[config.mk]
export PLATFORM = sky130hd
export DESIGN_NAME = mem_access_sequencer
export DESIGN_NICKNAME = d
export VERILOG_FILES = /design/src/rtl/mem_access_sequencer.sv
export SDC_FILE = /design/constraint.sdc
export NUM_CORES = 1
export LEC_CHECK = 0
export BUFFER_PORTS_ARGS = -buffer_cell sky130_fd_sc_hd__buf_2
export CAP_MARGIN = 10
export CELL_PAD_IN_SITES_DETAIL_PLACEMENT = 0
export CELL_PAD_IN_SITES_GLOBAL_PLACEMENT = 1
export CORE_ASPECT_RATIO = 0.9
export CORE_MARGIN = 2
export CORE_UTILIZATION = 30
export CTS_CLUSTER_DIAMETER = 150
export DETAILED_ROUTE_END_ITERATION = 16
export PLACE_DENSITY_LB_ADDON = 0.1
export SETUP_SLACK_MARGIN = 0.2
export SLEW_MARGIN = 10
export SYNTH_ARGS = -nofsm -noshare
export SYNTH_HDL_FRONTEND = slang
export SYNTH_SLANG_ARGS = --single-unit
[constraint.sdc]
create_clock -name clk -period 6.15 [get_ports clk]
set_input_delay 0.3075 -clock clk [delete_from_list [all_inputs] [get_ports clk]]
set_output_delay 0.3075 -clock clk [all_outputs]
set_load 0.02 [all_outputs]
[src/rtl/mem_access_sequencer.sv]
// rtl/mem_access_sequencer.sv - CPU load/store to RAM Enable/MOC handshake sequencer
// Optional build macro MEM_ALIGN_CHECK_EN: misaligned half/word/doubleword requests finish with err, no RAM traffic.
module mem_access_sequencer #(
   parameter int ADDR_W      = 9,
   parameter int MOC_TIMEOUT = 255
) (
   input  logic              clk,
   input  logic              reset,
   input  logic              req,
   input  logic              req_rw,
   input  logic [1:0]        req_size,
   input  logic              req_signed,
   input  logic [ADDR_W-1:0] req_addr,
   input  logic [63:0]       req_wdata,
   output logic              busy,
   output logic              done,
   output logic              err,
   output logic [63:0]       rdata,
   output logic              ram_en,
   output logic              ram_rw,
   output logic [3:0]        ram_mode,
   output logic [ADDR_W-1:0] ram_addr,
   output logic [31:0]       ram_wdata,
   input  logic              ram_moc,
   input  logic [31:0]       ram_rdata
);

   localparam int CNT_W   = (MOC_TIMEOUT > 1) ? $clog2(MOC_TIMEOUT + 1) : 1;
   localparam int TO_LAST = (MOC_TIMEOUT > 0) ? MOC_TIMEOUT - 1 : 0;
   localparam logic [CNT_W-1:0] C_TO_LAST = TO_LAST[CNT_W-1:0];

   typedef enum logic [2:0] {
      S_IDLE, S_ISSUE, S_WAIT_HI, S_WAIT_LO, S_NEXT, S_FINISH
   } state_t;

   state_t            r_state;
   logic              r_rw;
   logic [1:0]        r_size;
   logic              r_signed;
   logic [ADDR_W-1:0] r_addr;
   logic [63:0]       r_wdata;
   logic              r_beat;
   logic              r_fail;
   logic [CNT_W-1:0]  r_cnt;
   logic              r_busy;
   logic              r_done;
   logic              r_err;
   logic [63:0]       r_rdata;
   logic              r_ram_en;
   logic              r_ram_rw;
   logic [3:0]        r_ram_mode;
   logic [ADDR_W-1:0] r_ram_addr;
   logic [31:0]       r_ram_wdata;

   logic              w_dword;
   logic              w_timeout;
   logic [ADDR_W-1:0] w_addr_next;
   logic [63:0]       w_ext;

   assign w_dword     = (r_size == 2'b11);
   assign w_timeout   = (MOC_TIMEOUT != 0) && (r_cnt == C_TO_LAST);
   assign w_addr_next = r_addr + ADDR_W'(4);

   // Sign/zero extension of a single-beat load result
   always_comb begin
      w_ext = 64'd0;
      case (r_size)
         2'b00:   w_ext = {{56{r_signed & ram_rdata[7]}},  ram_rdata[7:0]};
         2'b01:   w_ext = {{48{r_signed & ram_rdata[15]}}, ram_rdata[15:0]};
         default: w_ext = {{32{r_signed & ram_rdata[31]}}, ram_rdata};
      endcase
   end

`ifdef MEM_ALIGN_CHECK_EN
   logic w_misaligned;

   // Natural alignment check on the incoming request
   always_comb begin
      w_misaligned = 1'b0;
      case (req_size)
         2'b01:   w_misaligned = req_addr[0];
         2'b10:   w_misaligned = |req_addr[1:0];
         2'b11:   w_misaligned = |req_addr[2:0];
         default: w_misaligned = 1'b0;
      endcase
   end
`endif

   // Request sequencing FSM; every output is a register written here
   always_ff @(posedge clk or posedge reset) begin
      if (reset) begin
         r_state     <= S_IDLE;
         r_rw        <= 1'b1;
         r_size      <= 2'b00;
         r_signed    <= 1'b0;
         r_addr      <= '0;
         r_wdata     <= 64'd0;
         r_beat      <= 1'b0;
         r_fail      <= 1'b0;
         r_cnt       <= '0;
         r_busy      <= 1'b0;
         r_done      <= 1'b0;
         r_err       <= 1'b0;
         r_rdata     <= 64'd0;
         r_ram_en    <= 1'b0;
         r_ram_rw    <= 1'b1;
         r_ram_mode  <= 4'd0;
         r_ram_addr  <= '0;
         r_ram_wdata <= 32'd0;
      end else begin
         r_done <= 1'b0;
         case (r_state)
            S_IDLE: begin
               r_err <= 1'b0;
               if (req) begin
                  r_rw     <= req_rw;
                  r_size   <= req_size;
                  r_signed <= req_signed;
                  r_addr   <= req_addr;
                  r_wdata  <= req_wdata;
                  r_beat   <= 1'b0;
                  r_busy   <= 1'b1;
`ifdef MEM_ALIGN_CHECK_EN
                  r_fail   <= w_misaligned;
                  r_state  <= w_misaligned ? S_FINISH : S_ISSUE;
`else
                  r_fail   <= 1'b0;
                  r_state  <= S_ISSUE;
`endif
               end
            end
            S_ISSUE: begin
               r_ram_en    <= 1'b1;
               r_ram_rw    <= r_rw;
               r_ram_mode  <= w_dword ? 4'd2 : {2'b00, r_size};
               r_ram_addr  <= r_beat ? w_addr_next : r_addr;
               r_ram_wdata <= (w_dword && !r_beat) ? r_wdata[63:32] : r_wdata[31:0];
               r_cnt       <= '0;
               r_state     <= S_WAIT_HI;
            end
            S_WAIT_HI: begin
               if (ram_moc) begin
                  if (r_rw) begin
                     if (!w_dword)    r_rdata         <= w_ext;
                     else if (!r_beat) r_rdata[63:32] <= ram_rdata;
                     else             r_rdata[31:0]   <= ram_rdata;
                  end
                  r_ram_en <= 1'b0;
                  r_cnt    <= '0;
                  r_state  <= S_WAIT_LO;
               end else if (w_timeout) begin
                  r_ram_en <= 1'b0;
                  r_fail   <= 1'b1;
                  r_state  <= S_FINISH;
               end else begin
                  r_cnt <= r_cnt + CNT_W'(1);
               end
            end
            S_WAIT_LO: begin
               if (!ram_moc) begin
                  r_state <= (w_dword && !r_beat) ? S_NEXT : S_FINISH;
               end else if (w_timeout) begin
                  r_fail  <= 1'b1;
                  r_state <= S_FINISH;
               end else begin
                  r_cnt <= r_cnt + CNT_W'(1);
               end
            end
            S_NEXT: begin
               r_beat      <= 1'b1;
               r_ram_addr  <= w_addr_next;
               r_ram_wdata <= r_wdata[31:0];
               r_state     <= S_ISSUE;
            end
            S_FINISH: begin
               r_done  <= 1'b1;
               r_err   <= r_fail;
               r_busy  <= 1'b0;
               r_state <= S_IDLE;
            end
            default: r_state <= S_IDLE;
         endcase
      end
   end

   assign busy      = r_busy;
   assign done      = r_done;
   assign err       = r_err;
   assign rdata     = r_rdata;
   assign ram_en    = r_ram_en;
   assign ram_rw    = r_ram_rw;
   assign ram_mode  = r_ram_mode;
   assign ram_addr  = r_ram_addr;
   assign ram_wdata = r_ram_wdata;

endmodule

==> impl_metrics.yaml <==
floorplanning:
  rows: 58
  die_w_um: 182
  initial_utilization: 0.306
  core_um2: 28000
  io_pins: 227
  dieHeight_um: 164
  dieArea_um2: 29900
timing:
  skew_ns: 0.0185
  finalCritPeriodShare: 0.492
  finalHoldViolations: 0
  fin_ws_ns: 3.13
  finalSetupTns_ns: 0
  min_period_ns: 3.02
  timing.hold.ws_ns: 0.0237
  max_slew.worst_pin.slew_ns: 1.12
  final-setup-viol-count: 0
  clock.fmax_mhz: 331
  grt_setup_unrepaired: "no"
  slew_viol_final: 0
  slew_headroom: 0.250
critical_path:
  crit_required_ns: 6.52
  cp-end-kind: "register"
  crit_start: "r_size[1]"
  crit_end: "ram_wdata[14]"
  cp_max_fo: 33
  path_depth: 6
  critPathSlowestCell: "dfrtp_1"
  path_class: "reg2reg"
  worst-r2r-cell-count: 6
  crit_buf_inv: 2
  critPathArrivalTime_ns: 3.39
  reg2reg_from: "r_size[1]"
  path_cells: "and2_1 -> buf_4 -> nor3b_2 -> buf_4 -> mux2i_1 -> a21oi_1"
  cpLargestDelayFamily: "flip-flops"
  worstReg2RegEnd: "ram_wdata[14]"
  cp-start-kind: "register"
  path_common_cell: "buf_4"
  critPathMaxStageDelay_ns: 1.02
  r2r_slack_ns: 3.13
synthesis:
  async_reset_ff_frac: 1.00
  synth_cell_type_count: 47
  yosys_warnings: 0
  synth_area_leader_cell: "dfrtp_1"
  netlist_top_cells_area: "dfrtp_1 (58%), mux2_2 (11%), nor2_1 (4.7%)"
  synth.top_cell.area_share: 0.584
  ys_seq_area_frac: 0.590
  synth_edf_count: 0
  synth_area_per_cell_um2: 11.5
  ys_ff_latch: 202
  synth-main-ff-cell: "dfrtp_1"
  synth_common_cells: "dfrtp_1 (200), nor2_1 (107), mux2_2 (83)"
  syn_area_um2: 8570
  yosysMostFrequentCell: "dfrtp_1"
  syn_inst: 748
power_and_ir_drop:
  power_leakage_nw: 5.03
  max-vdd-ir-drop_uv: 254
  power_density_nw_per_um2: 571
cells_and_area:
  area_delta_synth_final_pct: 33.4
  stdcell_area_um2: 11400
  fin_nets: 1125
  drive_above_1_share: 0.356
job:
  drv_cap: 0
detailed_routing:
  first_iter_violations: 242
  drc: 0
  drtAntennaViolNets: 0
  routed_wl_mm: 23.0
  drtPass1Iterations: 4
  avgRoutedWirePerCell_um: 16.6
  vias: 6434
  vias_per_cell: 4.64
cts:
  clkTransAtPathRegs_ns: 0.06
  clock_latency_ns: 0.53
  cts_max_path_buffers: 3
  cts_root_buf: "clkbuf_16"
  cts_made_buffers: 24
  cts_resized: 0
  htreeDepth: 1
  cts_tree: "built"
  numClockSinks: 202
hold_path:
  min_path_cells: 2
  min_path_type: "in2reg"
global_route:
  grt_max_degree: 146
  grt_usage: 0.153
  grt_pass1_wl_mm: 36.6
  globalRouteOverflowTotal: 0
  grt_pass1_vias: 6608
  antenna_found_initial: 1
place:
  hpwl_mm: 15.0
  routabilityCongestion: 0.710
  placed_cell_area_um2: 9990
  dp_slack_ns: 3.08
  io_buffers: 224
status:
  status: "finished clean"
-- routing by layer --
metal / wire, um / GRT usage / vias up
met4: 637 / 0.0462 / 0
met3: 1630 / 0.0452 / 40
li1: - / - / 3146
met2: 10200 / 0.241 / 183
met1: 10600 / 0.203 / 3065
met5: 0 / 0 / -
-- state kept, by name, summed over array words and instances, names as in the netlist --
signal / flops
r_beat: 1
err: 1
ram_en: 1
done: 1
r_signed: 1
ram_wdata: 32
ram_rw: 1
busy: 1
r_cnt: 8
ram_mode: 2
ram_addr: 9
rdata: 64
r_fail: 1
r_state: 3
r_addr: 9
r_wdata: 64
r_rw: 1
r_size: 2
-- cell usage in the layout (no fill, tap or decap), types with 2 or more instances in the layout --
cell | netlist | layout
a211oi_1 | 2 | 2
a21bo_2 | 2 | 2
a21o_1 | 2 | 2
a21oi_1 | 74 | 74
a22o_1 | 4 | 4
a31oi_1 | 40 | 40
and2_1 | 2 | 2
and4_1 | 2 | 2
buf_2 | 25 | 224
buf_4 | 5 | 7
bufinv_16 | 0 | 3
clkbuf_1 | 25 | 5
clkbuf_16 | 0 | 24
clkbuf_8 | 0 | 9
clkinv_2 | 0 | 2
conb_1 | 1 | 2
dfrtp_1 | 200 | 200
dfstp_2 | 2 | 2
dlygate4sd3_1 | 0 | 57
ha_1 | 3 | 3
inv_1 | 10 | 9
mux2_1 | 7 | 7
mux2_2 | 83 | 83
mux2i_1 | 35 | 35
nand2_1 | 42 | 42
nand2b_1 | 3 | 3
nand3_1 | 6 | 6
nand4_1 | 2 | 2
nor2_1 | 107 | 106
nor2b_1 | 4 | 4
nor3b_2 | 1 | 2
o2111ai_1 | 4 | 4
o21ai_0 | 26 | 26
o22ai_1 | 2 | 2
o2bb2ai_1 | 2 | 2
o31ai_1 | 2 | 2
xnor2_1 | 2 | 2
xor2_1 | 5 | 5
-- through the flow --
stage          power, W  std cells  utilization
3_3_place_gp    0.00501       1286        0.357
6_report        0.00652       1388        0.408
3_5_place_dp    0.00504       1286        0.357
5_1_grt         0.00700       1388        0.408
4_1_cts         0.00663       1387        0.408
2_1_floorplan   0.00421        749            -
-- worst register-to-register path: cells and delay by family, from the launching register on --
family          cells  cell delay (ns)
compound gates      1             0.08
buf+inv             2             0.94
flops               1             1.02
mux                 1             0.28
simple gates        2             0.56
-- power breakdown --
| part | switching [W] | leakage (nW) | internal, W | total [W] |
|---|---|---|---|---|
| logic | 0.00149 | 2.25 | 0.00106 | 0.00255 |
| clock network | 0.000571 | 0.423 | 0.000952 | 0.00152 |
| registers | 0.000450 | 2.36 | 0.00200 | 0.00245 |
| total | 0.00251 | 5.03 | 0.00401 | 0.00652 |
-- cell families (layout without fill, tap and decap cells) --
group                    count (synthesis)  after routing  share of synthesized area
other                                    1              3                   0.000438
AND/OR/NAND/NOR                        179            179                     0.0891
flip-flops                             202            202                      0.590
AO/OA/AOI/OAI                          165            165                      0.114
multiplexers                           125            125                      0.159
adder cells (fa/ha/maj)                  4              4                    0.00555
XOR/XNOR                                 7              7                    0.00716
buffers and inverters                   65            343                     0.0343
-- worst min-delay path by stage --
stage	end	startpoint	slack (ns)
global route	r_wdata[11]	req_wdata[11]	0.009
detailed placement	r_cnt[4]	reset	0.37
floorplan	r_wdata[52]	req_wdata[52]	0.44
global placement	r_cnt[5]	reset	0.37
finish	r_addr[7]	req_addr[7]	0.02
CTS	r_wdata[62]	req_wdata[62]	0.001
-- final cells by class --
type / instances / area, um^2
timing repair buffer: 289 / 1760
clock inverter: 6 / 116
fill: 2825 / 16600
sequential: 202 / 5060
inverter: 10 / 45.0
clock buffer: 38 / 743
antenna: 1 / 2.50
multi-input combinational: 482 / 3250
tap: 360 / 450
-- timing repair --
action | in CTS | in global routing
setup endpoints to repair | 0 | 0
setup buffers | 0 | 0
hold buffers | 57 | 0
hold endpoints to repair | 113 | 0
No activity file was read; power rests on OpenSTA's default activity.
